**src/rtl/turn_scheduler_pkg.sv**
```systemverilog
// Shared types for the turn scheduler: FSM state encoding and the index-width helper.
package turn_sched_pkg;

  typedef enum logic [2:0] {
    IDLE,
    DELAY,
    ARB,
    WAIT_ACK,
    DONE
  } state_t;

  // Width of an index/count able to hold values 0..n-1, never less than one bit.
  function automatic int unsigned idx_width(input int unsigned n);
    return (n < 2) ? 1 : $clog2(n);
  endfunction

endpackage

```
**src/rtl/turn_scheduler_rr_pick.sv**
```systemverilog
// rr_pick: combinational round-robin selector; returns the first set req bit at or after pointer.
module rr_pick #(
  parameter int unsigned N = 2,
  parameter int unsigned W = 1
) (
  input  logic [N-1:0] req,
  input  logic [W-1:0] pointer,
  output logic         valid,
  output logic [W-1:0] index
);

  logic [2*N-1:0] dbl;
  logic [N-1:0]   rot;

  // Rotate req so the pointer position lands at bit 0, then take the lowest set bit.
  always_comb begin
    dbl   = {req, req} >> pointer;
    rot   = dbl[N-1:0];
    valid = |rot;
    index = '0;
    for (int i = N - 1; i >= 0; i--) begin
      if (rot[i]) index = W'((int'(pointer) + i) % N);
    end
  end

endmodule

```
**src/rtl/turn_scheduler.sv**
```systemverilog
// turn_scheduler: passes one exclusive turn among N players in round-robin order for MAX_TURNS turns.
// Define TURN_SCHED_TIMEOUT_EN to add the WAIT_ACK watchdog that forfeits stalled turns.
module turn_scheduler
  import turn_sched_pkg::*;
#(
  parameter int unsigned N_PLAYERS   = 2,
  parameter int unsigned MAX_TURNS   = 10,
  parameter int unsigned START_DELAY = 100,
  parameter int unsigned TIMEOUT     = 255
) (
  input  logic                                   clk,
  input  logic                                   rst_n,
  input  logic                                   start,
  input  logic [N_PLAYERS-1:0]                   req,
  input  logic [N_PLAYERS-1:0]                   ack,
  output logic [N_PLAYERS-1:0]                   grant,
  output logic [idx_width(N_PLAYERS)-1:0]        cur_player,
  output logic [idx_width(MAX_TURNS + 1)-1:0]    turn_cnt,
  output logic                                   busy,
  output logic                                   done,
  output logic                                   timeout_err
);

  localparam int unsigned CW = idx_width(N_PLAYERS);
  localparam int unsigned TW = idx_width(MAX_TURNS + 1);
  localparam int unsigned DW = idx_width(START_DELAY + 1);

  if (N_PLAYERS < 2 || MAX_TURNS < 1 || TIMEOUT < 1) begin : g_bad_cfg
    $error("turn_scheduler: unsupported parameter combination");
  end

  state_t          state;
  logic [CW-1:0]   pointer;
  logic [DW-1:0]   delay_cnt;
  logic            pick_valid;
  logic [CW-1:0]   pick_index;
  logic            ack_hit;
  logic            wd_expire;
  logic [CW-1:0]   next_ptr;

  rr_pick #(.N(N_PLAYERS), .W(CW)) u_pick (
    .req     (req),
    .pointer (pointer),
    .valid   (pick_valid),
    .index   (pick_index)
  );

  // grant is one-hot in WAIT_ACK, so masking ack with it honours only the granted player.
  assign ack_hit  = |(ack & grant);
  assign next_ptr = (cur_player == CW'(N_PLAYERS - 1)) ? '0 : cur_player + CW'(1);

`ifdef TURN_SCHED_TIMEOUT_EN
  localparam int unsigned WW = idx_width(TIMEOUT + 1);
  logic [WW-1:0] wd_cnt;

  // Counts WAIT_ACK cycles already spent; expiry fires in the TIMEOUT-th cycle.
  always_ff @(posedge clk or negedge rst_n) begin
    if (!rst_n)                wd_cnt <= '0;
    else if (state != WAIT_ACK) wd_cnt <= '0;
    else                       wd_cnt <= wd_cnt + WW'(1);
  end

  assign wd_expire = (wd_cnt == WW'(TIMEOUT - 1));
`else
  assign wd_expire   = 1'b0;
  assign timeout_err = 1'b0;
`endif

  always_ff @(posedge clk or negedge rst_n) begin
    if (!rst_n) begin
      state      <= IDLE;
      grant      <= '0;
      cur_player <= '0;
      turn_cnt   <= '0;
      busy       <= 1'b0;
      done       <= 1'b0;
      pointer    <= '0;
      delay_cnt  <= '0;
`ifdef TURN_SCHED_TIMEOUT_EN
      timeout_err <= 1'b0;
`endif
    end else begin
      case (state)
        IDLE, DONE: begin
          if (start) begin
            turn_cnt  <= '0;
            pointer   <= '0;
            delay_cnt <= DW'(START_DELAY);
            busy      <= 1'b1;
            done      <= 1'b0;
            state     <= DELAY;
`ifdef TURN_SCHED_TIMEOUT_EN
            timeout_err <= 1'b0;
`endif
          end
        end
        DELAY: begin
          if (delay_cnt == '0) state <= ARB;
          else                 delay_cnt <= delay_cnt - DW'(1);
        end
        ARB: begin
          if (pick_valid) begin
            grant      <= N_PLAYERS'(1) << pick_index;
            cur_player <= pick_index;
            state      <= WAIT_ACK;
          end
        end
        WAIT_ACK: begin
          // A completing ack takes priority over a watchdog expiry in the same cycle.
          if (ack_hit) begin
            grant   <= '0;
            pointer <= next_ptr;
            if (turn_cnt != TW'(MAX_TURNS)) turn_cnt <= turn_cnt + TW'(1);
            if (turn_cnt == TW'(MAX_TURNS - 1)) begin
              busy  <= 1'b0;
              done  <= 1'b1;
              state <= DONE;
            end else begin
              state <= ARB;
            end
          end else if (wd_expire) begin
            grant   <= '0;
            pointer <= next_ptr;
            state   <= ARB;
`ifdef TURN_SCHED_TIMEOUT_EN
            timeout_err <= 1'b1;
`endif
          end
        end
        default: state <= IDLE;
      endcase
    end
  end

endmodule

```
**config.mk**
```make
export PLATFORM = sky130hd
export DESIGN_NAME = turn_scheduler
export DESIGN_NICKNAME = d
export VERILOG_FILES = /design/src/rtl/turn_scheduler_pkg.sv /design/src/rtl/turn_scheduler_rr_pick.sv /design/src/rtl/turn_scheduler.sv
export SDC_FILE = /design/constraint.sdc
export NUM_CORES = 1
export LEC_CHECK = 0
export BUFFER_PORTS_ARGS = -buffer_cell sky130_fd_sc_hd__clkbuf_2
export CAP_MARGIN = 40
export CORE_MARGIN = 8
export CORE_UTILIZATION = 50
export DETAILED_ROUTE_END_ITERATION = 7
export MAX_ROUTING_LAYER = met4
export PLACE_DENSITY = 0.73
export SLEW_MARGIN = 5
export SYNTH_ARGS = -nofsm -noshare
export SYNTH_HDL_FRONTEND = slang
export SYNTH_SLANG_ARGS = --single-unit
```
**constraint.sdc**
```tcl
create_clock -name clk -period 4 [get_ports clk]
set_input_delay 0.4 -clock clk [delete_from_list [all_inputs] [get_ports clk]]
set_output_delay 0.4 -clock clk [all_outputs]
set_load 0.02 [all_outputs]
```
==> results of run 1 <==
## cells in the final DEF (no fill, tap or decap), types with 2 or more instances in the layout
master / n
nand3b_1: 2
a22o_1: 2
nor2_1: 6
o21ai_0: 5
o21ai_1: 2
nor3_1: 2
a21oi_1: 7
and3_1: 2
mux2i_1: 2
clkbuf_2: 15
nand2b_1: 2
nand3_1: 8
clkbuf_4: 3
o41ai_1: 2
ha_1: 5
dfrtp_1: 20
o211ai_1: 2
nand2_1: 14
o31ai_1: 2
inv_1: 6
## layout make-up
cell class,count,area (um^2),share of cell area
flip-flops and latches,20,500.5,0.4065
well taps,28,35.03,0.02846
repair buffers,15,75.07,0.06098
clock buffers,4,36.28,0.02947
inverters,6,22.52,0.01829
multi-input cells,85,561.8,0.4563
## state kept, by name, indices dropped and copies added, names as in the netlist
register and cells:
turn_cnt 4, state 3, pointer 1, done 1, cur_player 1, grant 2
delay_cnt 7, busy 1
## worst paths after layout
path,start,endpoint,slack (ns),cells past startpoint
max,delay_cnt[0],delay_cnt[6],2.15,6
min,rst_n,turn_cnt[0],0.03,1
max reg2reg,delay_cnt[0],delay_cnt[6],2.15,6
min reg2reg,cur_player,pointer,0.50,1
max in group asynchronous,rst_n,pointer,3.64,1
min in group clk,start,done,0.33,2
## worst max-delay path, stage by stage, from the launching register on
cell	delay, ns
dfrtp_1	0.44
inv_1	0.10
ha_1	0.13
or4b_4	0.47
o21ai_4	0.27
a22oi_1	0.14
o22a_1	0.19
## logic make-up after synthesis
kind of cell,share of synthesized area
AOI/OAI and AO/OA,0.1825
muxes,0.01814
xor gates and xnor gates,0.007938
and+or+nand+nor,0.2404
adders and majority gates,0.05669
DFF,0.4535
other,0.003398
buffers and inverters,0.03742
## per-layer routing
layer / share of wire / routed length (um) / vias to the layer above
li1: - / - / 448
met1: 0.46 / 1072 / 431
met2: 0.45 / 1053 / 25
met3: 0.059 / 137 / 8
met4: 0.022 / 52 / 0
met5: 0 / 0 / -
## power by group through the flow
stage | registers [mW] | logic, mW | clock network [mW]
3_3_place_gp | 0.339 | 0.277 | 0
5_1_grt | 0.351 | 0.323 | 0.131
6_report | 0.341 | 0.285 | 0.118
4_1_cts | 0.340 | 0.290 | 0.123
3_5_place_dp | 0.344 | 0.288 | 0
2_1_floorplan | 0.367 | 0.169 | 0
## stage by stage
step / cell area [um^2] / setup slack, ns
floorplan: 1104 / 2.280
global placement: 1195 / 2.219
detailed placement: 1195 / 2.163
CTS: 1231 / 2.147
global route: 1231 / 2.054
finish: 1231 / 2.152
==> results.py, run 1 <==
metrics = {
    "run_status": {
        "status": "finished clean",
    },
    "pwr": {
        "power_density_mw_per_mm2": 603.8,
        "clock_power_share": 0.159,
        "p_int_mw": 0.4387,
        "seqPwrFrac": 0.458,
        "p_sw_mw": 0.3046,
        "leakagePower_nw": 0.5671,
        "power_frac_comb": 0.383,
        "power_mw": 0.7434,
        "vdd_drop_max_uv": 422.2,
        "switching_share": 0.4098,
    },
    "global_routing": {
        "grt_usage": 0.1253,
        "met3_usage": 0.04659,
        "grt_pass1_vias": 888,
        "met1_usage": 0.1460,
        "antenna_found_initial": 0,
        "grtUsageMet2": 0.1882,
        "grt.busiest_layer": "met2",
        "grt_max_degree": 21,
        "grt_pass1_wl_um": 3960,
        "grt_overflow": 0,
    },
    "place": {
        "gp_congestion": 0.8560,
        "dpl.hpwl_um": 1802,
        "place_inst": 154,
        "io_buffers": 15,
    },
    "worst_hold_path": {
        "hold_class": "in -> async",
    },
    "finish": {
        "area_growth_pct": 11.56,
        "diodes": 0,
        "utilization": 0.5731,
        "fin_nets": 143,
        "final_cells": 158,
        "final_layout_size_suffix_gt1_frac": 0.1923,
        "fillers": 188,
    },
    "timing": {
        "setup-violations-final": 0,
        "setup_tns_ns": 0,
        "slew_violations": 0,
        "grt_setup_unrepaired": "no",
        "worst-slew-pin-transition_ns": 0.6200,
        "fmax_mhz": 541.0,
        "worst_hold_slack_ns": 0.03140,
        "fin_crit_ns": 1.849,
        "hold_violations": 0,
        "fin_worst_skew_ns": 0.003162,
        "relSlewSlack": 0.5858,
        "timing.final.crit_share": 0.4621,
    },
    "routing": {
        "first_iter_violations": 26,
        "dr.pass1.iters": 4,
        "via_per_inst": 5.772,
        "drc": 0,
        "drt.antenna.violating_nets": 0,
        "wl_per_cell_um": 14.66,
        "via_count": 912,
        "wirelength_um": 2316,
    },
    "clocking": {
        "tritoncts": "done",
        "cts.clk_slew.worst_paths_ns": 0.11,
        "clockBufferDepth": 2,
        "clkLatencyLatePin_ns": 0.30,
        "cts_setup_buffers": 0,
        "cts_inserted_buffers": 3,
        "cts_hold_buf": 0,
        "h-tree-depth": 1,
        "cts.repair.resized": 0,
        "cts_sinks": 20,
        "cts-root-buf": "clkbuf_4",
    },
    "yosys": {
        "yosysWarningCount": 0,
        "yosysUniqueCellTypes": 40,
        "synth_area_leaders": "dfrtp_1 45%, ha_1 5.7%, nand2_1 4.8%, nand3_1 3.6%, a21oi_1 3.2%",
        "synth_common_cells": "20 x dfrtp_1, 14 x nand2_1, 8 x nand3_1",
        "synthDominantCellAreaShare": 0.4535,
        "avgSynthCellArea_um2": 9.766,
        "syn_area_mm2": 0.001104,
        "ys_ff_latch": 20,
        "yosys.area.top_type": "dfrtp_1",
        "synth_fp_nets": 125,
        "synth_ff_type": "dfrtp_1",
        "syn_inst": 113,
        "yosys.cell_count.top_type": "dfrtp_1",
        "yosysSeqAreaShare": 0.4535,
        "async_flop_share": 1.000,
        "synth_edf_count": 0,
    },
    "critical_path": {
        "cp-end-kind": "flip-flop",
        "critPathKind": "reg -> reg",
        "worstPathArrival_ns": 2.05,
        "start_kind": "flip-flop",
        "cp_max_fo": 10,
        "worstPathRequired_ns": 4.20,
    },
    "die": {
        "floorplan.initialDensity": 0.5137,
        "coreArea_mm2": 0.002148,
        "die_x_um": 62.98,
        "rows": 17,
        "num_io_pins": 17,
        "die_y_um": 62.98,
        "die_area_mm2": 0.003966,
    },
    "run": {
        "cap_violations": 0,
    },
}
No activity file was read; power rests on OpenSTA's default activity.
==> inputs of run 2 (changes only) <==
--- a/config.mk
+++ b/config.mk
@@ -8,10 +8,10 @@
 export BUFFER_PORTS_ARGS = -buffer_cell sky130_fd_sc_hd__clkbuf_2
 export CAP_MARGIN = 40
 export CORE_MARGIN = 8
-export CORE_UTILIZATION = 50
+export CORE_UTILIZATION = 49
 export DETAILED_ROUTE_END_ITERATION = 7
 export MAX_ROUTING_LAYER = met4
-export PLACE_DENSITY = 0.73
+export PLACE_DENSITY = 0.74
 export SLEW_MARGIN = 5
 export SYNTH_ARGS = -nofsm -noshare
 export SYNTH_HDL_FRONTEND = slang
==> constraint.sdc (replaced) <==
create_clock -name clk -period 1.7 [get_ports clk]
set_input_delay 0.17 -clock clk [delete_from_list [all_inputs] [get_ports clk]]
set_output_delay 0.17 -clock clk [all_outputs]
set_load 0.02 [all_outputs]
==> run 2 against run 1 <==
Against the previous run:
- register-to-register slack lost 2.1 ns
- sequential share of layout area down 2.0 points
- core utilization is 2.4 points higher
- worst hold slack improved by 0.069 ns
- first-iteration DRC count increased by 88%
- combinational power grew to 2.7 times the previous value
- final cell count is 4.4% higher
- power up 140%
- critical endpoint is now delay_cnt[0]
- largest power group unchanged
- highest routed layer unchanged
==> results.py, run 2 (synthesis gave the netlist of run 1 again) <==
metrics = {
    "run_status": {
        "status": "finished clean",
    },
    "timing": {
        "slew_violations": 0,
        "fin_crit_ns": 1.648,
        "fmax_mhz": 606.7,
        "fin_worst_skew_ns": 0.001284,
        "worst-slew-pin-transition_ns": 0.5004,
        "timing.final.crit_share": 0.9696,
        "hold_violations": 0,
        "relSlewSlack": 0.6664,
        "setup-violations-final": 0,
        "grt_setup_unrepaired": "yes",
        "fin_ws_ns": 0.05165,
    },
    "die": {
        "die_y_um": 63.46,
        "die_area_mm2": 0.004027,
        "coreArea_mm2": 0.002170,
        "die_x_um": 63.46,
        "num_io_pins": 17,
        "floorplan.initialDensity": 0.5087,
        "rows": 17,
    },
    "place": {
        "io_buffers": 15,
        "dpl.hpwl_um": 1876,
        "gp_congestion": 0.8537,
        "place_ws_ns": 0.07784,
    },
    "routing": {
        "wl_per_cell_um": 15.10,
        "via_count": 946,
        "dr.pass1.iters": 4,
        "drc": 0,
        "wirelength_um": 2492,
        "first_iter_violations": 49,
        "via_per_inst": 5.733,
        "drt.antenna.violating_nets": 0,
    },
    "worst_hold_path": {
        "hold_end": "state[2]",
        "hold_class": "in -> reg",
        "hold_depth": 2,
        "min_from": "start",
    },
    "critical_path": {
        "cp-end-kind": "flip-flop",
        "r2r_slack_ns": 0.05,
        "worstPathRequired_ns": 1.92,
        "r2r_start": "delay_cnt[0]",
        "cp_max_fo": 8,
        "reg2reg_to": "delay_cnt[0]",
        "reg2reg_depth": 7,
        "critPathKind": "reg -> reg",
        "start_kind": "flip-flop",
        "worstPathArrival_ns": 1.87,
    },
    "finish": {
        "largest_reg_flops": 7,
        "fillers": 207,
        "top_regs": "delay_cnt (7), turn_cnt (4), state (3)",
        "utilization": 0.5969,
        "fin_nets": 151,
        "area_growth_pct": 17.35,
        "diodes": 0,
        "final_layout_size_suffix_gt1_frac": 0.2555,
        "layout_common_cells": "20 x dfrtp_1, 15 x clkbuf_2, 14 x nand2_1",
        "final_common_cell": "dfrtp_1",
        "top_register": "delay_cnt",
    },
    "global_routing": {
        "grt_pass1_wl_um": 4464,
        "antenna_found_initial": 0,
        "grt_usage": 0.1411,
        "grt_overflow": 0,
        "grt_pass1_vias": 982,
        "grt_max_degree": 21,
    },
    "pwr": {
        "power_mw": 1.786,
        "vdd_drop_max_uv": 962.8,
        "leakagePower_nw": 0.5962,
        "power_density_mw_per_mm2": 1379,
    },
    "clocking": {
        "cts_sinks": 20,
        "tritoncts": "done",
        "clkLatencyLatePin_ns": 0.29,
        "cts-root-buf": "clkbuf_4",
        "clockBufferDepth": 2,
        "cts.clk_slew.worst_paths_ns": 0.11,
        "cts_inserted_buffers": 3,
        "h-tree-depth": 1,
    },
    "run": {
        "cap_violations": 0,
    },
}
[run 2: routing by layer]
| metal | global-route usage | vias to the layer above | part of all wire |
|---|---|---|---|
| li1 | - | 461 | - |
| met1 | 0.1649 | 460 | 0.48 |
| met2 | 0.2193 | 21 | 0.47 |
| met3 | 0.04064 | 4 | 0.040 |
| met4 | 0.06407 | 0 | 0.011 |
| met5 | - | - | 0 |
[run 2: layout make-up]
type                    instances  area [um^2]  share of cell area
clock buffers                   3        22.52             0.01739
inverters                       6        22.52             0.01739
multi-input cells              85        573.1              0.4425
flip-flops and latches         20        500.5              0.3865
well taps                      28        35.03             0.02705
repair buffers                 23        141.4              0.1092
[run 2: repair_timing]
item | CTS | global route
gates resized for setup | 0 | 5
endpoints found under the setup margin | 0 | 5
hold buffers | 1 | 0
setup buffers | 0 | 0
endpoints found under the hold margin | 20 | 0
[run 2: worst max path at each step]
stage	start	end	slack, ns	depth (start not counted)
floorplan	delay_cnt[0]	delay_cnt[6]	-0.02	6
global placement	delay_cnt[0]	state[0]	0.11	6
detailed placement	delay_cnt[0]	state[0]	0.08	6
CTS	delay_cnt[0]	delay_cnt[0]	0.06	7
global route	delay_cnt[0]	state[0]	-0.05	6
finish	delay_cnt[0]	delay_cnt[0]	0.05	7
[run 2: power breakdown]
group / switching [mW] / internal [mW]
Sequential: 0.160 / 0.630
Combinational: 0.451 / 0.324
Clock: 0.139 / 0.0824
[run 2: worst max-delay path, stage by stage (launching register included)]
cell and delay, ns:
dfrtp_1 0.41, inv_2 0.06, ha_1 0.12, or4b_4 0.48, o21ai_4 0.22, buf_6 0.15
nand3_1 0.07, o21ai_0 0.07
[run 2: stage by stage]
stage,hold WS [ns],setup TNS [ns],instances,instance area [um^2]
2_1_floorplan,-0.1256,-0.01991,113,1104
3_3_place_gp,0.1636,0,161,1247
3_5_place_dp,0.1628,0,161,1247
4_1_cts,0.08811,0,165,1280
5_1_grt,0.09151,-0.1468,165,1295
6_report,0.09991,0,165,1295
==> inputs of run 3 (changes only) <==
--- a/config.mk
+++ b/config.mk
@@ -12,6 +12,7 @@
 export DETAILED_ROUTE_END_ITERATION = 7
 export MAX_ROUTING_LAYER = met4
 export PLACE_DENSITY = 0.74
+export RECOVER_POWER = 25
 export SLEW_MARGIN = 5
 export SYNTH_ARGS = -nofsm -noshare
 export SYNTH_HDL_FRONTEND = slang
==> run 3 against run 2 <==
Against the previous run:
- via count unchanged
- sequential share of layout area about the same
- clock skew about the same
- cell area about the same
- combinational power about the same
- sequential power about the same
- power up 0.11%
- critical path type unchanged
- critical endpoint unchanged
- largest power group unchanged
==> results.py, run 3 (synthesis gave the netlist of run 1 again) <==
metrics = {
    "run_status": {
        "status": "finished clean",
    },
    "clocking": {
        "cts-root-buf": "clkbuf_4",
        "cts_setup_buffers": 0,
        "tritoncts": "done",
        "clkLatencyLatePin_ns": 0.29,
        "cts_sinks": 20,
        "h-tree-depth": 1,
        "cts_inserted_buffers": 3,
        "clockBufferDepth": 2,
        "cts.clk_slew.worst_paths_ns": 0.11,
    },
    "critical_path": {
        "cp_max_fo": 8,
        "r2r_slack_ns": 0.05,
        "cp-end-kind": "flip-flop",
        "reg2reg_depth": 7,
        "worstPathArrival_ns": 1.87,
        "start_kind": "flip-flop",
        "critPathKind": "reg -> reg",
        "worstPathRequired_ns": 1.92,
    },
    "place": {
        "place_inst": 161,
        "dpl.hpwl_um": 1876,
        "io_buffers": 15,
        "gp_congestion": 0.8537,
    },
    "finish": {
        "final_common_cell": "dfrtp_1",
        "utilization": 0.5963,
        "final_layout_size_suffix_gt1_frac": 0.2482,
        "layout_common_cells": "20 x dfrtp_1, 14 x nand2_1, 14 x clkbuf_2",
        "final_cells": 165,
        "diodes": 0,
        "area_growth_pct": 17.23,
        "top_regs": "delay_cnt (7), turn_cnt (4), state (3)",
        "fin_nets": 151,
        "top_register": "delay_cnt",
        "largest_reg_flops": 7,
    },
    "timing": {
        "relSlewSlack": 0.2811,
        "hold_violations": 0,
        "setup_tns_ns": 0,
        "fin_crit_ns": 1.648,
        "slew_violations": 0,
        "grt_setup_unrepaired": "yes",
        "fmax_mhz": 606.7,
        "worst-slew-pin-transition_ns": 1.078,
        "timing.final.crit_share": 0.9696,
        "fin_worst_skew_ns": 0.001380,
        "setup-violations-final": 0,
    },
    "routing": {
        "met2WireLength_um": 1179,
        "dr.pass1.iters": 4,
        "wirelength_um": 2499,
        "via_per_inst": 5.733,
        "wl_met3_um": 82,
        "routed.top_layer": "met4",
        "first_iter_violations": 49,
        "via_count": 946,
        "wl_met1_um": 1210,
        "wl_per_cell_um": 15.15,
        "drc": 0,
        "drt.antenna.violating_nets": 0,
    },
    "pwr": {
        "power_density_mw_per_mm2": 1382,
        "vdd_drop_max_uv": 966.3,
        "leakagePower_nw": 0.5932,
    },
    "die": {
        "die_x_um": 63.46,
        "floorplan.initialDensity": 0.5087,
        "coreArea_mm2": 0.002170,
        "num_io_pins": 17,
        "die_area_mm2": 0.004027,
        "die_y_um": 63.46,
        "rows": 17,
    },
    "worst_hold_path": {
        "hold_depth": 2,
        "hold_class": "in -> reg",
    },
    "run": {
        "cap_violations": 0,
    },
    "global_routing": {
        "grt_pass1_vias": 982,
        "antenna_found_initial": 0,
        "grt_max_degree": 21,
        "grt_usage": 0.1411,
        "grt_pass1_wl_um": 4464,
        "grt_overflow": 0,
    },
}
==> run 3: cell count changes in the layout (fill, tap and decap cells not counted) <==
| cell | delta |
|---|---|
| clkbuf_2 | -1 |
| clkbuf_1 | +1 |
==> run 3: per-layer routing <==
metal / GRT usage / vias up
li1: - / 462
met1: 0.1649 / 460
met2: 0.2193 / 20
met3: 0.04064 / 4
met4: 0.06407 / 0
met5: - / -
==> run 3: metrics by stage <==
stage	hold slack (ns)	instance area, um^2	total power [mW]	setup WS (ns)
detailed placement	0.1628	1247	1.559	0.07784
CTS	0.08811	1280	1.782	0.05781
floorplan	-0.1256	1104	1.263	-0.01991
global route	0.09151	1294	1.932	-0.04587
finish	0.09994	1294	1.788	0.05166
global placement	0.1636	1247	1.509	0.1096
==> run 3: where the power goes <==
| part | switching, mW | total [mW] | internal, mW | leakage [nW] |
|---|---|---|---|---|
| sequential | 0.160 | 0.791 | 0.630 | 0.235 |
| clock | 0.139 | 0.222 | 0.0824 | 0.0138 |
| combinational | 0.452 | 0.776 | 0.324 | 0.345 |
| total | 0.752 | 1.79 | 1.04 | 0.593 |
==> run 3: what timing repair did <==
item                                    in CTS  in global routing
hold buffers                                 1                  0
endpoints found under the setup margin       0                  5
hold endpoints to repair                    20                  0
gates resized for setup                      0                  5
==> run 3: area by class of cell <==
class	count	area [um^2]
Fill cell	208	875.8
Tap cell	28	35.03
Clock buffer	3	22.52
Timing Repair Buffer	23	140.1
Multi-Input combinational cell	85	573.1
Sequential cell	20	500.5
Inverter	6	22.52
==> run 3: worst paths after layout <==
check                             startpoint           end
worst max-delay path            delay_cnt[0]  delay_cnt[0]
worst min-delay path                   start      state[2]
worst max register to register  delay_cnt[0]  delay_cnt[0]
worst min register to register    cur_player       pointer
max in group asynchronous              rst_n  delay_cnt[3]
min in group asynchronous              rst_n   turn_cnt[3]
==> run 3: critical path, cell delays in order (launching register included) <==
cell	delay, ns
dfrtp_1	0.41
inv_2	0.06
ha_1	0.12
or4b_4	0.48
o21ai_4	0.22
buf_6	0.15
nand3_1	0.07
o21ai_0	0.07
